===== src/rtl/keypad_pkg.sv =====
// Shared types and constants for the 4x4 keypad scanner.
package keypad_pkg;

    localparam int unsigned NUM_ROWS       = 4;
    localparam int unsigned NUM_COLS       = 4;
    localparam int unsigned KEY_CODE_WIDTH = 4;
    localparam int unsigned IDX_WIDTH      = 2;
    localparam int unsigned CNT_WIDTH      = 4;

    typedef enum logic [1:0] {
        SCAN     = 2'd0,
        DEBOUNCE = 2'd1,
        PRESSED  = 2'd2,
        RELEASE  = 2'd3
    } state_e;

    // Index of the lowest-numbered active-low column.
    function automatic logic [IDX_WIDTH-1:0] lowest_low_col(input logic [NUM_COLS-1:0] col_bits);
        logic [IDX_WIDTH-1:0] idx;
        logic                 found;
        idx   = '0;
        found = 1'b0;
        for (int i = 0; i < NUM_COLS; i++) begin
            if (!found && !col_bits[i]) begin
                idx   = IDX_WIDTH'(i);
                found = 1'b1;
            end
        end
        return idx;
    endfunction

endpackage


===== src/rtl/keypad_tick_gen.sv =====
// Free-running scan divider: one-cycle tick each time the counter wraps to zero.
module keypad_tick_gen #(
    parameter int unsigned SCAN_DIV_WIDTH = 16
) (
    input  logic clk,
    input  logic reset,
    output logic tick
);

    logic [SCAN_DIV_WIDTH-1:0] div_q, div_d;
    logic                      tick_q, tick_d;

    always_comb begin
        div_d  = div_q + SCAN_DIV_WIDTH'(1);
        tick_d = (div_q == '1);
    end

    always_ff @(posedge clk or posedge reset) begin
        if (reset) begin
            div_q  <= '0;
            tick_q <= 1'b0;
        end else begin
            div_q  <= div_d;
            tick_q <= tick_d;
        end
    end

    assign tick = tick_q;

endmodule


===== src/rtl/keypad_scanner.sv =====
// 4x4 row-scanned keypad with debounce and a single-entry key event register.
// Auto-repeat of held keys is enabled by defining KEYPAD_SCANNER_AUTOREPEAT_EN.
module keypad_scanner
    import keypad_pkg::*;
#(
    parameter int unsigned SCAN_DIV_WIDTH = 16,
    parameter int unsigned DEBOUNCE_SCANS = 4,
    parameter int unsigned REPEAT_SCANS   = 32
) (
    input  logic                      clk,
    input  logic                      reset,
    input  logic [NUM_COLS-1:0]       cols,
    output logic [NUM_ROWS-1:0]       rows,
    output logic [KEY_CODE_WIDTH-1:0] key_code,
    output logic                      key_valid,
    input  logic                      key_ready,
    output logic                      key_held,
    output logic                      overrun
);

    localparam logic [CNT_WIDTH-1:0] DEB_MAX = CNT_WIDTH'(DEBOUNCE_SCANS);

    state_e                      state_q, state_d;
    logic [IDX_WIDTH-1:0]        row_idx_q, row_idx_d;
    logic [IDX_WIDTH-1:0]        col_idx_q, col_idx_d;
    logic [CNT_WIDTH-1:0]        count_q, count_d;
    logic [NUM_ROWS-1:0]         rows_q, rows_d;
    logic [KEY_CODE_WIDTH-1:0]   key_code_q, key_code_d;
    logic                        key_valid_q, key_valid_d;
    logic                        key_held_q, key_held_d;
    logic                        overrun_q, overrun_d;
    logic [NUM_COLS-1:0]         meta_q, sync_q;
    logic                        tick;
    logic                        col_low;
    logic                        press_ev;
    logic                        repeat_ev;
    logic                        handshake;
    logic [CNT_WIDTH-1:0]        count_inc;

    keypad_tick_gen #(
        .SCAN_DIV_WIDTH(SCAN_DIV_WIDTH)
    ) u_tick_gen (
        .clk  (clk),
        .reset(reset),
        .tick (tick)
    );

    // Two-flop synchronizer; idle (all high) out of reset.
    always_ff @(posedge clk or posedge reset) begin
        if (reset) begin
            meta_q <= '1;
            sync_q <= '1;
        end else begin
            meta_q <= cols;
            sync_q <= meta_q;
        end
    end

    assign col_low   = ~sync_q[col_idx_q];
    assign count_inc = count_q + CNT_WIDTH'(1);
    assign handshake = key_valid_q & key_ready;

`ifdef KEYPAD_SCANNER_AUTOREPEAT_EN
    localparam int unsigned        REP_WIDTH = $clog2(REPEAT_SCANS + 1);
    localparam logic [REP_WIDTH-1:0] REP_MAX = REP_WIDTH'(REPEAT_SCANS);

    logic [REP_WIDTH-1:0] rep_q, rep_d;

    // Ticks spent continuously in PRESSED; cleared whenever the FSM is elsewhere.
    always_comb begin
        rep_d     = rep_q;
        repeat_ev = 1'b0;
        if (state_q != PRESSED) begin
            rep_d = '0;
        end else if (tick && col_low) begin
            if (rep_q + REP_WIDTH'(1) == REP_MAX) begin
                repeat_ev = 1'b1;
                rep_d     = '0;
            end else begin
                rep_d = rep_q + REP_WIDTH'(1);
            end
        end
    end

    always_ff @(posedge clk or posedge reset) begin
        if (reset) begin
            rep_q <= '0;
        end else begin
            rep_q <= rep_d;
        end
    end
`else
    logic [31:0] unused_repeat_scans;

    assign unused_repeat_scans = 32'(REPEAT_SCANS);
    assign repeat_ev           = 1'b0;
`endif

    always_comb begin
        state_d     = state_q;
        row_idx_d   = row_idx_q;
        col_idx_d   = col_idx_q;
        count_d     = count_q;
        rows_d      = rows_q;
        key_held_d  = key_held_q;
        key_code_d  = key_code_q;
        key_valid_d = key_valid_q;
        overrun_d   = overrun_q;
        press_ev    = 1'b0;

        if (tick) begin
            case (state_q)
                SCAN: begin
                    if (sync_q != '1) begin
                        col_idx_d = lowest_low_col(sync_q);
                        count_d   = CNT_WIDTH'(1);
                        if (DEB_MAX == CNT_WIDTH'(1)) begin
                            state_d    = PRESSED;
                            key_held_d = 1'b1;
                            press_ev   = 1'b1;
                            count_d    = '0;
                        end else begin
                            state_d = DEBOUNCE;
                        end
                    end else begin
                        row_idx_d = row_idx_q + IDX_WIDTH'(1);
                        rows_d    = ~(NUM_ROWS'(1) << row_idx_d);
                    end
                end
                DEBOUNCE: begin
                    if (col_low) begin
                        count_d = count_inc;
                        if (count_inc == DEB_MAX) begin
                            state_d    = PRESSED;
                            key_held_d = 1'b1;
                            press_ev   = 1'b1;
                            count_d    = '0;
                        end
                    end else begin
                        state_d = SCAN;
                        count_d = '0;
                    end
                end
                PRESSED: begin
                    if (!col_low) begin
                        if (DEB_MAX == CNT_WIDTH'(1)) begin
                            state_d    = SCAN;
                            key_held_d = 1'b0;
                            count_d    = '0;
                        end else begin
                            state_d = RELEASE;
                            count_d = CNT_WIDTH'(1);
                        end
                    end
                end
                RELEASE: begin
                    if (!col_low) begin
                        count_d = count_inc;
                        if (count_inc == DEB_MAX) begin
                            state_d    = SCAN;
                            key_held_d = 1'b0;
                            count_d    = '0;
                        end
                    end else begin
                        state_d = PRESSED;
                        count_d = '0;
                    end
                end
                default: begin
                    state_d = SCAN;
                end
            endcase
        end

        // A new event wins over a same-cycle handshake; otherwise a pending event blocks it.
        if (press_ev || repeat_ev) begin
            if (!key_valid_q || handshake) begin
                key_code_d  = {row_idx_q, col_idx_d};
                key_valid_d = 1'b1;
                overrun_d   = 1'b0;
            end else begin
                overrun_d = 1'b1;
            end
        end else if (handshake) begin
            key_valid_d = 1'b0;
            overrun_d   = 1'b0;
        end
    end

    always_ff @(posedge clk or posedge reset) begin
        if (reset) begin
            state_q     <= SCAN;
            row_idx_q   <= '0;
            col_idx_q   <= '0;
            count_q     <= '0;
            rows_q      <= ~NUM_ROWS'(1);
            key_code_q  <= '0;
            key_valid_q <= 1'b0;
            key_held_q  <= 1'b0;
            overrun_q   <= 1'b0;
        end else begin
            state_q     <= state_d;
            row_idx_q   <= row_idx_d;
            col_idx_q   <= col_idx_d;
            count_q     <= count_d;
            rows_q      <= rows_d;
            key_code_q  <= key_code_d;
            key_valid_q <= key_valid_d;
            key_held_q  <= key_held_d;
            overrun_q   <= overrun_d;
        end
    end

    assign rows      = rows_q;
    assign key_code  = key_code_q;
    assign key_valid = key_valid_q;
    assign key_held  = key_held_q;
    assign overrun   = overrun_q;

endmodule


===== config.mk =====
export PLATFORM = sky130hd
export DESIGN_NAME = keypad_scanner
export DESIGN_NICKNAME = d
export VERILOG_FILES = /design/src/rtl/keypad_pkg.sv /design/src/rtl/keypad_tick_gen.sv /design/src/rtl/keypad_scanner.sv
export SDC_FILE = /design/constraint.sdc
export NUM_CORES = 1
export LEC_CHECK = 0
export CAP_MARGIN = 0
export CORE_MARGIN = 3
export CORE_UTILIZATION = 53
export CTS_BUF_LIST = sky130_fd_sc_hd__clkbuf_2 sky130_fd_sc_hd__clkbuf_4 sky130_fd_sc_hd__clkbuf_8
export CTS_CLUSTER_SIZE = 28
export DETAILED_ROUTE_END_ITERATION = 7
export PLACE_DENSITY = 0.77
export SLEW_MARGIN = 0
export SYNTH_ARGS = -nofsm -noshare
export SYNTH_HDL_FRONTEND = slang
export SYNTH_SLANG_ARGS = --single-unit

===== constraint.sdc =====
create_clock -name clk -period 1.95 [get_ports clk]
set_input_delay 0.4875 -clock clk [delete_from_list [all_inputs] [get_ports clk]]
set_output_delay 0.4875 -clock clk [all_outputs]
set_load 0.01 [all_outputs]

==> results.md, run 1 <==
- Post-synth EDFFs: 0
- Critical Path AT: 2050 ps
- Clk root buf: clkbuf_8
- Die area: 4620 sq um
- Die extent in x: 68.0 microns
- Later-pin clock latency in the skew report: 300 ps
- Final WL: 3.49 mm
- Syn Nets: 185
- DRT iter0 DRCs: 71
- Post-Syn Area: 2040 sq um
- Yosys reg bits: 46
- # port buffers: 17
- Slew HR: 73.8%
- Fin crit share: 95.6%
- Fillcell total: 266
- Hold-fix buffers at CTS: 0
- Status: completed
- Minimum clock period: 1860 ps
- Number of placed I/O pins: 18
- Layout Area Growth over Synthesis: 19.1%
- TritonCTS clock tree: done
- # diodes: 0
- Setup CP Type: reg2reg
- Register area: 1170 sq um
- Fmax: 537 MHz
- Post-synthesis async set-or-reset flop share: 100%
- Count of cell types in the netlist: 40
- Global-route wire length before repair: 6.10 mm
- Num Clock Sinks: 46
- H-tree levels: 2
- Vias in the first global route: 1362
- Synth top area share: 43.0%
- Largest net degree at the start of global routing: 47
- Core area: 3520 sq um
- Setup crit start kind: flip-flop
- Area of the multi-input gates: 840 sq um
- Total grt overflow: 0
- Type of destination of the critical path: flip-flop
- Final nets: 213
- Ratio of cells with drive above 1 in the final layout: 18.0%
- Die Y: 68.0 microns
- Yosys top cell by area: dfrtp_1
- Cells after Synth: 171
- Worst-path maximum fanout: 4
- Max_cap viols: 0
- Total CTS buffers: 5
- Required @ worst endpoint: 2140 ps
- Avg WL per Cell: 14.2 microns
- Clk buf depth: 2
- GRT Total Usage: 17.9%
- Hold Fails Final Rpt: 0
- Cell row count: 21
- RSZ-0062 raised after global routing: yes
- Final Cell Area: 2420 sq um
- Clock Pin Slew Worst Setup and Hold Paths: 90 ps
- Worst Hold Class: reg2reg
- RePlAce Congestion: 0.797
- DRC: 0
- Skew final: 2.44 ps
- Avg Vias per Cell: 5.42
- Seq/Total Area, Yosys: 57.2%
- Ys flop type: dfrtp_1
- Top cells by area, synth: dfrtp_1 (43%), dfstp_2 (14%), xnor2_1 (6.0%)
- Final setup fails: 0
- Pwr/cell area: 682 nW/um^2
- Starting density of the core: 57.8%
- HPWL after DPL: 2.50 mm
- Worst vdd ir: 551 uV
- Mean area per synthesized cell: 11.9 sq um
- Ys Warns: 0
- Total number of vias: 1334
- Fin Hold WS: 358 ps
- Leak: 1.06 nW
- Antenna violations before repair: 0
- Initial DRT Pass Iterations: 4
- Final Max Slew Viols: 0
- Worst-margin pin slew: 393 ps
- DRT antenna net count: 0
- Dpl cell area: 2290 sq um
per-layer routing:
| layer | part of all wire [%] | wire length (microns) | global-route usage (%) | vias to the layer above |
|---|---|---|---|---|
| met5 | 0 | 0 | 0 | - |
| met4 | 1.4 | 48 | 6.95 | 0 |
| met3 | 3.2 | 113 | 5.42 | 8 |
| met2 | 50 | 1760 | 28.8 | 22 |
| met1 | 45 | 1570 | 22.6 | 649 |
| li1 | - | - | - | 655 |
timing repair:
action | in CTS | in global routing
setup buffers | 0 | 2
resized for setup | 0 | 5
endpoints found under the setup margin | 0 | 6
kinds of logic after synthesis:
kind of cell / Yosys count / share of synthesized area [%]
mux: 10 / 5.90
xor+xnor: 17 / 7.31
simple gates: 53 / 14.2
compound gates: 26 / 8.85
buf+inv: 12 / 2.21
fa+ha+maj: 7 / 4.30
flops: 46 / 57.2
state kept, by name, indices dropped and copies added, names as in the netlist, named ones only:
name,flops
col_idx_q,2
sync_q,4
overrun,1
meta_q,4
row_idx_q,2
key_valid,1
count_q,4
state_q,1
key_held,1
u_tick_gen.tick,1
u_tick_gen.div_q,16
rows,4
key_code,4
layout make-up:
cell class	count	area share [%]
Clock buffer	6	3.41
Clock inverter	2	0.671
Inverter	11	1.70
Multi-Input combinational cell	113	34.6
Sequential cell	46	48.1
Tap cell	46	2.37
Timing Repair Buffer	22	9.09
cell usage in the layout, fill, tap and decap left out, drive strengths merged, types with 2 or more instances in the layout:
cell type       n
a21oi           6
a31oi           3
and2            2
and3            6
buf             5
clkbuf          6
clkdlybuf4s50  17
dfrtp          35
dfstp          11
ha              7
inv            11
mux2            6
mux2i           3
nand2          16
nand2b          3
nand3           9
nand4           2
nor2            6
nor2b           3
nor4            2
o21ai           7
xnor2          14
xor2            3
cells in the mapped netlist, types with 2 or more instances:
library cell and n:
a21oi_1 6, a31oi_1 3, and2_1 2, and3_1 6
dfrtp_1 35, dfstp_2 11, ha_1 7, inv_1 11
mux2_1 4, mux2_2 2, mux2i_1 3, nand2_1 16
nand2b_1 3, nand3_1 9, nand4_1 2, nor2_1 6
nor2b_1 2, o21ai_0 6, xnor2_1 14, xor2_1 3
final timing paths:
kind                       cells after the start        from                   to  slack, ps
setup / recovery                               6  count_q[0]          key_code[3]         90
setup reg to reg                               6  count_q[0]          key_code[3]         90
max in group asynchronous                      3       reset              rows[2]       1130
hold reg to reg                                0   meta_q[0]            sync_q[0]        360
min in group asynchronous                      3       reset  u_tick_gen.div_q[5]        550
hold / removal                                 0   meta_q[0]            sync_q[0]        360
metrics by stage:
step	TNS (ps)	total power [mW]	instances	setup slack (ps)	utilization, %
6_report	0	1.65	246	86.3	68.8
5_1_grt	-30.2	1.72	246	-16.2	68.8
4_1_cts	0	1.67	244	21.5	68.0
3_5_place_dp	0	1.05	236	31.6	65.2
3_3_place_gp	0	1.05	236	91.0	65.2
2_1_floorplan	0	1.02	171	118	-
power breakdown:
| group | switching (mW) | internal, mW | leakage, nW |
|---|---|---|---|
| logic | 0.0312 | 0.0259 | 0.424 |
| registers | 0.00680 | 0.970 | 0.587 |
| clock network | 0.327 | 0.292 | 0.0478 |
| total | 0.365 | 1.29 | 1.06 |
worst max-delay path: stages, from the launching register on:
cell and delay [ps]:
dfrtp_1 420, ha_2 210, nand2b_1 160, o21ai_2 130
a32oi_2 170, nor4_4 300, mux2_1 360
Power figures use the tool's default switching activity.
==> run 2, diff against run 1 <==
- SETUP_SLACK_MARGIN: not set -> 0.02
- clock period: 1.95 -> 1.7 ns (I/O delays scaled with it)
==> run 2 against run 1 <==
  * The flow now finishes with violations (setup timing)
  * Clock skew up 2.9 ps
  * Clock power grew 9.7%
  * Die area stayed put
  * Critical path type unchanged
  * Critical endpoint unchanged
==> results.md, run 2 (synthesis results as in run 1) <==
- Hold_sp: meta_q[1]
- Worst R2R End: key_code[3]
- Final Max Slew Viols: 0
- Cell family with most CP delay: simple AND/OR/NAND/NOR gates
- Clk root buf: clkbuf_8
- Num Clock Sinks: 46
- Avg Vias per Cell: 5.37
- Cell row count: 21
- R2r startpoint: count_q[0]
- Total grt overflow: 0
- # port buffers: 17
- Crit-path max cell delay: 380 ps
- GRT Total Usage: 20.6%
- Required @ worst endpoint: 1890 ps
- CP max stage cell: dfrtp_1
- Min setup slack post-route: -174 ps
- Hold-fix buffers at CTS: 0
- Die extent in x: 68.0 microns
- Max_cap viols: 0
- Die Y: 68.0 microns
- Hold Path End: sync_q[1]
- Number of placed I/O pins: 18
- Reg power frac: 59.7%
- Most frequent cells in the layout: dfrtp_1 (35), buf_4 (19), nand2_1 (16)
- HPWL after DPL: 2.93 mm
- Type of destination of the critical path: flip-flop
- Slew HR: 64.8%
- DRC: 0
- Final nets: 227
- Critical Path AT: 2070 ps
- Sw Share: 22.8%
- Hold Path Stages: 0
- CP bufs+invs: 1
- Fmax: 534 MHz
- Setup CP Type: reg2reg
- Core area: 3520 sq um
- Critical path cell sequence: ha_1 -> nor3b_2 -> a32oi_4 -> nor4_4 -> buf_4 -> mux2_1
- Largest net degree at the start of global routing: 17
- Die area: 4620 sq um
- Later-pin clock latency in the skew report: 300 ps
- Starting density of the core: 57.8%
- Max reg flops: 16
- Ratio of cells with drive above 1 in the final layout: 25.7%
- Violated checks: setup timing
- TritonCTS clock tree: done
- Leak: 1.18 nW
- Commonest non-fill, non-tap cell in the layout: dfrtp_1
- Fin util: 72.8%
- Stages on worst setup path: 6
- # diodes: 0
- Worst Hold Class: reg2reg
- Status: complete, but fails checks
- Top reg by flops: u_tick_gen.div_q
- RSZ-0062 raised after global routing: yes
- Skew final: 5.32 ps
- DRT iter0 DRCs: 58
- H-tree levels: 2
- Layout Area Growth over Synthesis: 25.9%
- Clock Pin Slew Worst Setup and Hold Paths: 90 ps
- Final setup fails: 12
- Vias in the first global route: 1519
- Worst-margin pin slew: 525 ps
- Worst-path maximum fanout: 4
- Total number of vias: 1397
- Pwr/cell area: 731 nW/um^2
- Comb pwr share: 4.0%
- Final WL: 4.16 mm
- Fin crit share: 110%
- Worst vdd ir: 666 uV
- Fin Hold WS: 359 ps
- R2R depth: 6
- Clk buf depth: 2
- Clock share of power: 36.2%
- P_sw: 427 uW
- Internal: 1.45 mW
- Total CTS buffers: 5
- Antenna violations before repair: 0
- Global-route wire length before repair: 6.95 mm
- Setup TNS Final: -1090 ps
- DRT antenna net count: 0
- FF-to-FF setup slack: -170 ps
- RePlAce Congestion: 0.871
- Setup crit start: count_q[0]
- Hold Fails Final Rpt: 0
- Overall power: 1.87 mW
- Setup crit start kind: flip-flop
- Avg WL per Cell: 16.0 microns
- Minimum clock period: 1870 ps
- Initial DRT Pass Iterations: 4
==> run 2: cell count changes in the layout (fill, tap and decap cells not counted), moves of 2 or more <==
cell / change
clkdlybuf4s50_1: -6
buf_4: +15
dlymetal6s2s_1: +2
dlygate4sd2_1: +4
==> run 2: area by class of cell <==
type	count	area, sq um
Tap cell	46	57.6
Multi-Input combinational cell	113	893
Timing Repair Buffer	36	313
Clock buffer	5	68.8
Sequential cell	46	1160
Fill cell	260	958
Inverter	11	41.3
Clock inverter	3	23.8
==> run 2: power by group through the flow <==
stage               Sequential (mW)  Clock [mW]  Combinational (mW)
floorplan                      1.14           0              0.0313
global placement               1.14           0              0.0707
detailed placement             1.14           0              0.0735
CTS                            1.12       0.706              0.0759
global route                   1.12       0.751              0.0833
finish                         1.12       0.678              0.0754
==> run 2: worst max path at each step <==
stage	end	slack [ps]
floorplan	key_code[1]	-130
global placement	key_code[1]	-70
detailed placement	key_code[2]	-160
CTS	key_code[3]	-140
global route	key_code[3]	-270
finish	key_code[3]	-170
==> run 2: stage by stage <==
step	area [sq um]	cells	setup WS (ps)
final	2560	260	-174
after global routing	2560	260	-269
after CTS	2520	259	-142
after detailed placement	2390	249	-165
after global placement	2390	249	-73.2
after floorplan	2050	171	-132
==> run 2: what timing repair did <==
| action | 4_1_cts | 5_1_grt |
|---|---|---|
| buffers inserted | 2 | 1 |
| pin swaps | 4 | 0 |
| setup endpoints to repair | 16 | 17 |
| gates resized for setup | 9 | 7 |
| endpoints found under the hold margin | 0 | 0 |
==> run 2: layer usage <==
layer  wire [microns]  vias up  track usage, %  share of wire, %
met5                0        -               0                 0
met4               97        0            10.9               2.3
met3              101       11            4.60               2.4
met2             2390       18            36.5                58
met1             1560      693            23.0                38
li1                 -      675               -                 -
